[src/rtl/ext_di_conditioner_if.sv]
// Bundle of the external digital-input conditioner signals.
// master drives the raw inputs and controls; slave is the conditioner.
interface ext_di_conditioner_if #(
    parameter int CH     = 4,
    parameter int GCNT_W = 8
);
    logic [CH-1:0]        i_ext_di_raw;
    logic [CH-1:0]        i_intl_mask;
    logic                 i_intl_clr;
    logic                 i_cnt_clr;
    logic [CH-1:0]        o_ext_di;
    logic [CH-1:0]        o_di_rise;
    logic [CH-1:0]        o_di_fall;
    logic [CH*GCNT_W-1:0] o_glitch_cnt;
    logic                 o_intl;
    logic [CH-1:0]        o_intl_src;

    modport master (
        output i_ext_di_raw, i_intl_mask, i_intl_clr, i_cnt_clr,
        input  o_ext_di, o_di_rise, o_di_fall, o_glitch_cnt,
        input  o_intl, o_intl_src
    );

    modport slave (
        input  i_ext_di_raw, i_intl_mask, i_intl_clr, i_cnt_clr,
        output o_ext_di, o_di_rise, o_di_fall, o_glitch_cnt,
        output o_intl, o_intl_src
    );
endinterface

[src/rtl/ext_di_conditioner.sv]
// External DI conditioner: sync, debounce, edges, glitch counts,
// and a latched first-fault interlock for the operation FSM.
module ext_di_conditioner #(
    parameter int            CH           = 4,
    parameter int            DEBOUNCE_CYC = 2000,
    parameter logic [CH-1:0] INIT_VAL     = '0,
    parameter int            GCNT_W       = 8
) (
    input  logic                 i_clk,
    input  logic                 i_rst,
    ext_di_conditioner_if.slave  bus
);
    localparam logic [15:0] LAST = 16'(DEBOUNCE_CYC - 1);

    typedef enum logic {IDLE, TRIP} state_t;

    logic [CH-1:0]             sync1;
    logic [CH-1:0]             sync2;
    logic [CH-1:0]             ext_di;
    logic [CH-1:0]             rise;
    logic [CH-1:0]             fall;
    logic [CH-1:0][15:0]       cnt;
    logic [CH-1:0][GCNT_W-1:0] gcnt;
    logic [CH-1:0]             hit;
    logic [CH-1:0]             src;
    logic [CH-1:0]             src_nxt;
    state_t                    state;
    state_t                    state_nxt;

    // Two-flop synchroniser on every raw field input.
    always_ff @(posedge i_clk) begin
        if (i_rst) begin
            sync1 <= INIT_VAL;
            sync2 <= INIT_VAL;
        end else begin
            sync1 <= bus.i_ext_di_raw;
            sync2 <= sync1;
        end
    end

    // Accept a new level only after DEBOUNCE_CYC stable cycles.
    always_ff @(posedge i_clk) begin
        if (i_rst) begin
            ext_di <= INIT_VAL;
            rise   <= '0;
            fall   <= '0;
            cnt    <= '0;
        end else begin
            rise <= '0;
            fall <= '0;
            for (int n = 0; n < CH; n++) begin
                if (sync2[n] == ext_di[n]) begin
                    cnt[n] <= '0;
                end else if (cnt[n] == LAST) begin
                    ext_di[n] <= sync2[n];
                    cnt[n]    <= '0;
                    rise[n]   <= sync2[n];
                    fall[n]   <= ~sync2[n];
                end else begin
                    cnt[n] <= cnt[n] + 16'd1;
                end
            end
        end
    end

    // Count aborted debounce windows; saturate, clear has priority.
    always_ff @(posedge i_clk) begin
        if (i_rst || bus.i_cnt_clr) begin
            gcnt <= '0;
        end else begin
            for (int n = 0; n < CH; n++) begin
                if (sync2[n] == ext_di[n] && cnt[n] != '0
                    && gcnt[n] != '1) begin
                    gcnt[n] <= gcnt[n] + 1'b1;
                end
            end
        end
    end

    assign hit = ext_di & bus.i_intl_mask;

    // Interlock state and first-fault source register.
    always_ff @(posedge i_clk) begin
        if (i_rst) begin
            state <= IDLE;
            src   <= '0;
        end else begin
            state <= state_nxt;
            src   <= src_nxt;
        end
    end

    // Trip on any masked active channel; clear only once it is gone.
    always_comb begin
        state_nxt = state;
        src_nxt   = src;
        unique case (state)
            IDLE: begin
                if (|hit) begin
                    state_nxt = TRIP;
                    src_nxt   = hit;
                end
            end
            TRIP: begin
                if (bus.i_intl_clr && !(|hit)) begin
                    state_nxt = IDLE;
                    src_nxt   = '0;
                end
            end
            default: begin
                state_nxt = IDLE;
                src_nxt   = '0;
            end
        endcase
    end

    assign bus.o_ext_di     = ext_di;
    assign bus.o_di_rise    = rise;
    assign bus.o_di_fall    = fall;
    assign bus.o_glitch_cnt = gcnt;
    assign bus.o_intl       = (state == TRIP);
    assign bus.o_intl_src   = src;
endmodule

[src/flat_wrapper.sv]
// flat-port wrapper written by rule: the top's interface ports become plain ports
module ext_di_conditioner_flat 
#(
    parameter int            CH           = 4,
    parameter int            DEBOUNCE_CYC = 2000,
    parameter logic [CH-1:0] INIT_VAL     = '0,
    parameter int            GCNT_W       = 8
)
  (i_clk, i_rst, bus_i_ext_di_raw, bus_i_intl_mask, bus_i_intl_clr, bus_i_cnt_clr, bus_o_ext_di, bus_o_di_rise, bus_o_di_fall, bus_o_glitch_cnt, bus_o_intl, bus_o_intl_src);
  ext_di_conditioner_if #(.CH(CH), .GCNT_W(GCNT_W)) bus_i ();
  input  logic i_clk;
  input  logic i_rst;
  input wire logic [$bits(bus_i.i_ext_di_raw)-1:0] bus_i_ext_di_raw;
  input wire logic [$bits(bus_i.i_intl_mask)-1:0] bus_i_intl_mask;
  input wire logic [$bits(bus_i.i_intl_clr)-1:0] bus_i_intl_clr;
  input wire logic [$bits(bus_i.i_cnt_clr)-1:0] bus_i_cnt_clr;
  output wire logic [$bits(bus_i.o_ext_di)-1:0] bus_o_ext_di;
  output wire logic [$bits(bus_i.o_di_rise)-1:0] bus_o_di_rise;
  output wire logic [$bits(bus_i.o_di_fall)-1:0] bus_o_di_fall;
  output wire logic [$bits(bus_i.o_glitch_cnt)-1:0] bus_o_glitch_cnt;
  output wire logic [$bits(bus_i.o_intl)-1:0] bus_o_intl;
  output wire logic [$bits(bus_i.o_intl_src)-1:0] bus_o_intl_src;
  assign bus_i.i_ext_di_raw = bus_i_ext_di_raw;
  assign bus_i.i_intl_mask = bus_i_intl_mask;
  assign bus_i.i_intl_clr = bus_i_intl_clr;
  assign bus_i.i_cnt_clr = bus_i_cnt_clr;
  assign bus_o_ext_di = bus_i.o_ext_di;
  assign bus_o_di_rise = bus_i.o_di_rise;
  assign bus_o_di_fall = bus_i.o_di_fall;
  assign bus_o_glitch_cnt = bus_i.o_glitch_cnt;
  assign bus_o_intl = bus_i.o_intl;
  assign bus_o_intl_src = bus_i.o_intl_src;
  ext_di_conditioner #(.CH(CH), .DEBOUNCE_CYC(DEBOUNCE_CYC), .INIT_VAL(INIT_VAL), .GCNT_W(GCNT_W)) u_core (.i_clk(i_clk), .i_rst(i_rst), .bus(bus_i));
endmodule
[config.mk]
export PLATFORM = sky130hd
export DESIGN_NAME = ext_di_conditioner_flat
export DESIGN_NICKNAME = d
export VERILOG_FILES = /design/src/rtl/ext_di_conditioner_if.sv /design/src/rtl/ext_di_conditioner.sv /design/src/flat_wrapper.sv
export SDC_FILE = /design/constraint.sdc
export NUM_CORES = 1
export LEC_CHECK = 0
export CAP_MARGIN = 10
export CORE_UTILIZATION = 36
export DETAILED_ROUTE_END_ITERATION = 10
export RECOVER_POWER = 25
export SLEW_MARGIN = 20
export SYNTH_ARGS = -nofsm -noshare
export SYNTH_HDL_FRONTEND = slang
export SYNTH_SLANG_ARGS = --single-unit
[constraint.sdc]
create_clock -name i_clk -period 2.5 [get_ports i_clk]
set_input_delay 0.5 -clock i_clk [delete_from_list [all_inputs] [get_ports i_clk]]
set_output_delay 0.5 -clock i_clk [all_outputs]
set_load 0.01 [all_outputs]
# == Word level (Yosys, flattened, before mapping) ==
# Cells that the tools add are included.
# totals
register_bits,121
wordCells,95
# op_classes
addsub,8
eq_ne,14
mux,6
bitwise,14
reduce_logical,29
# ops
op,count
$add A16 B1 Y16 const B,4
$eq A16 B11 Y1 const B,4
$reduce_bool A16 Y1,4
$add A8 B1 Y8 const B,4
$ne A8 B8 Y1 const B,4
$reduce_or A3 Y1,8
$not A1 Y1,13
$reduce_and A2 Y1,5
$logic_and A1 B1 Y1,9
$mux W4,2
$pmux W4 S2,1
$and A4 B4 Y4,1
$eq A1 B1 Y1,4
$reduce_or A4 Y1,1
$mux W1,2
$ne A2 B1 Y1 const B,1
$ne A2 B2 Y1 const B,1
$pmux W1 S2,1
$logic_not A1 Y1,1
$logic_or A1 B1 Y1,1

# == Logic depth before layout (Yosys ltp) ==
# logic_depth
ltp_word,6
depth_mapped,7

# == Worst setup path after synthesis ==
# OpenSTA, ideal clock, no wires.
# synth_timing
path_type,register -> register
from,register u_core.cnt[21] in the netlist's numbering
to,register u_core.cnt[17] in the netlist's numbering
t_arrival_ns,1.913
setup_slack_ns,0.471
path_stages_with_launch,6
synth_period_minus_slack_ns,2.029
cell_sequence,dfxtp_1 -> buf_6 -> or4_4 -> or4_4 -> or2_4 -> and3_1
# synth_between
elab_chain_len,2
# synth_lines
element,line_no,source
start: declaration,ext_di_conditioner.sv:22,logic [CH-1:0][15:0] cnt;
start signal: indexed assignment,ext_di_conditioner.sv:60,cnt[n] <= cnt[n] + 16'd1;
$eq A16 B11 Y1,ext_di_conditioner.sv:54,end else if (cnt[n] == LAST) begin
$reduce_or A3 Y1 (no line),-,
# No other way between the ends.
# A chain may end at the register's enable or synchronous reset.

# == Final worst setup path ==
# layout_timing
from,register u_core.cnt[0] in the netlist's numbering
to,"register u_core.gcnt, in the netlist u_core.bus.o_glitch_cnt[7]"
# layout_between
elab_chain_len,3
# layout_lines
element,line_no,source
$reduce_bool A16 Y1,ext_di_conditioner.sv:72,if (sync2[n] == ext_di[n] && cnt[n] != '0
$logic_and A1 B1 Y1,ext_di_conditioner.sv:72,
$logic_and A1 B1 Y1,ext_di_conditioner.sv:73,&& gcnt[n] != '1) begin
end signal: indexed assignment,ext_di_conditioner.sv:74,gcnt[n] <= gcnt[n] + 1'b1;
end: declaration,ext_di_conditioner.sv:23,logic [CH-1:0][GCNT_W-1:0] gcnt;
# No other way between the ends.

==> flow_metrics.py <==
metrics = {
    "outcome": {
        "outcome": "finished, final reports clean",
    },
    "timing": {
        "fmax_mhz": 453,
        "fin_setup_tns_ns": 0,
        "worstMarginPinSlew_ns": 0.936,
        "rsz0062_at_grt": "no",
        "finalClockSkew_ns": 0.0125,
        "holdWs_ns": 0.431,
        "finalCritPeriodShare_pct": 88.3,
        "finalWorstSetupSlack_ns": 0.293,
        "finalSetupViolCount": 0,
        "min_period_ns": 2.21,
        "relSlewSlack_pct": 37.6,
        "finalHoldViolCount": 0,
        "report.final.slew_viol_count": 0,
    },
    "setup_path": {
        "cp.arrival_ns": 2.54,
        "crit_type": "flop to flop",
        "path_cells": "inv_1 -> ha_1 -> or4b_2 -> o41ai_1 -> buf_4 -> nor4_1 -> a211oi_1",
        "crit_family": "simple AND/OR/NAND/NOR gates",
        "critPathRequiredTime_ns": 2.83,
        "critical_path.slowest_cell": "or4b_2",
        "path_max_fanout": 11,
        "cp-start-kind": "flop",
        "crit_path_max_incr_delay_ns": 0.61,
        "cp-end-kind": "flop",
        "timing.critical_path.buf_inv": 2,
    },
    "placement": {
        "dp_slack_ns": 0.241,
        "globalplace.congestion": 0.840,
        "dp_hpwl_mm": 9.20,
        "numPortBuffers": 60,
    },
    "finish": {
        "nNetsFinal": 730,
        "drive_gt1_share_pct": 8.07,
        "syn2layout_area_growth_pct": 26.1,
        "fill_cells": 1449,
        "diodes": 0,
    },
    "job": {
        "drv_cap": 0,
    },
    "floorplan": {
        "dieArea_um2": 15900,
        "start_util_pct": 36.6,
        "core_area_um2": 15100,
        "fp-row-count": 45,
        "num_io_pins": 61,
        "fp.dieH_um": 126,
        "fp.dieW_um": 126,
    },
    "logic_synthesis": {
        "synthArstFlopShare_pct": 0,
        "synth.area.top_cells": "dfxtp_1, nor2_1, xnor2_1",
        "syn-num-nets": 657,
        "yosysTopAreaCellShare_pct": 43.6,
        "synth-seq-cells": 121,
        "yosysSeqAreaShare_pct": 43.6,
        "synth_cell_types": 50,
        "synth_ff_type": "dfxtp_1",
        "synthesis.area_um2": 5550,
        "syn_avg_cell_area_um2": 8.77,
        "synth_edf_count": 0,
        "netlist_instances": 633,
        "yosysWarnings": 0,
        "yosys.area.top_type": "dfxtp_1",
    },
    "cts": {
        "cts_tree": "built",
        "clk_pin_slew_worst_paths_ns": 0.06,
        "cts_buffers": 17,
        "clock-sinks": 121,
        "clock_path_buffers": 2,
        "postCtsResizedCells": 0,
        "post-cts-setup-buffers": 0,
        "cts-htree-levels": 4,
        "clock-root-buffer": "clkbuf_16",
        "cts_hold_buf": 0,
        "insertion_delay_ns": 0.42,
    },
    "drt": {
        "drt-initial-drc-count": 290,
        "routed_wl_mm": 12.7,
        "avgRoutedWirePerCell_um": 14.0,
        "drc": 0,
        "vias_per_cell": 5.43,
        "num_vias": 4924,
        "ant_nets": 0,
        "drt_first_pass_iters": 5,
    },
    "power_and_ir_drop": {
        "power.leakage_nw": 2.31,
        "worst_ir_drop_vdd_mv": 0.496,
        "power_density_nw_per_um2": 651,
    },
    "grt": {
        "antenna_found_initial": 0,
        "track_usage_pct": 16.6,
        "grt_start_max_net_pins": 24,
        "grt_pass1_wl_mm": 21.3,
        "grt-ovfl-total": 0,
        "grt_pass1_vias": 4510,
    },
    "worst_hold_path": {
        "hold_class": "flop to flop",
    },
}
[per-layer routing]
layer  vias up  wire length [µm]  track usage, %
met2       101              6210            27.5
met5         -                 0               0
met1      2324              5770            19.9
met4         0               252            7.94
met3        21               499            4.59
li1       2478                 -               -
[per-stage QoR]
stage / cells / utilization [%] / area [µm²] / total power, W
final: 907 / 46.2 / 7000 / 0.00456
after global routing: 907 / 46.2 / 7000 / 0.00471
after CTS: 907 / 46.3 / 7010 / 0.00461
after detailed placement: 875 / 42.2 / 6390 / 0.00209
after global placement: 875 / 42.2 / 6390 / 0.00208
after floorplan: 633 / - / 5550 / 0.00204
[cell type report]
type / instances / area (µm²) / share of cell area [%]
clock buffer: 21 / 470 / 6.72
timing repair buffer: 74 / 698 / 9.98
tap: 188 / 235 / 3.36
sequential: 121 / 2420 / 34.6
clock inverter: 11 / 145 / 2.07
multi-input combinational: 469 / 2940 / 42.0
inverter: 23 / 86.3 / 1.23
[cell usage in the layout, fill, tap and decap left out, drive strengths merged, types with 16 or more instances in the layout]
cell type      count
nor3              23
xor2              16
nand3             33
xnor2             30
o21ai             21
dlygate4sd3       27
or4               19
nand4             21
a21oi             39
dfxtp            121
nand2             39
or3               28
inv               23
nor2              75
clkbuf            23
clkdlybuf4s50     33
[synth_stat cells, types with 4 or more instances]
cell type,instances
a31oi_1,5
a21oi_1,39
xnor2_1,30
nand4_1,21
o41a_1,4
nor2b_1,8
inv_1,23
ha_1,12
and4_1,5
xor2_1,16
nand3_1,33
buf_2,6
nor2_1,75
a211oi_1,4
or3_1,28
o21ai_0,19
o31ai_1,11
dfxtp_1,121
and2_1,4
nor4b_1,7
mux2i_1,4
or4_1,17
o41ai_1,4
nor3_1,23
nor4_1,14
clkbuf_1,8
and3_1,11
nand2_1,39
[path summary, 6_finish.rpt]
| kind | from | end | slack (ns) | cells after the start |
|---|---|---|---|---|
| worst max register to register | u_core.cnt[0] | u_core.bus.o_glitch_cnt[7] | 0.29 | 7 |
| worst max-delay path | u_core.cnt[0] | u_core.bus.o_glitch_cnt[7] | 0.29 | 7 |
| worst min register to register | u_core.sync1[0] | u_core.sync2[0] | 0.43 | 1 |
| worst min-delay path | u_core.sync1[0] | u_core.sync2[0] | 0.43 | 1 |
[kinds of logic after synthesis]
family                   share of synthesized area [%]
AND/OR/NAND/NOR                                   29.1
flip-flops                                        43.6
AO/OA/AOI/OAI                                     13.2
XOR/XNOR                                          7.26
buffers and inverters                             3.38
adder cells (fa/ha/maj)                           2.71
multiplexers                                     0.721
[flip-flops by register name, indices dropped and copies added, names as in the netlist]
name,count
u_core.bus.o_di_fall,4
u_core.bus.o_intl,1
u_core.bus.o_ext_di,4
u_core.bus.o_glitch_cnt,32
u_core.bus.o_intl_src,4
u_core.cnt,64
u_core.bus.o_di_rise,4
u_core.sync1,4
u_core.sync2,4
[report_power, final]
group	switching, W	leakage, nW	internal [W]
Sequential	0.00000734	0.976	0.00194
Clock	0.000873	0.295	0.00164
Combinational	0.0000556	1.04	0.0000412
Total	0.000936	2.31	0.00362
(Power assumes the default switching activity.)
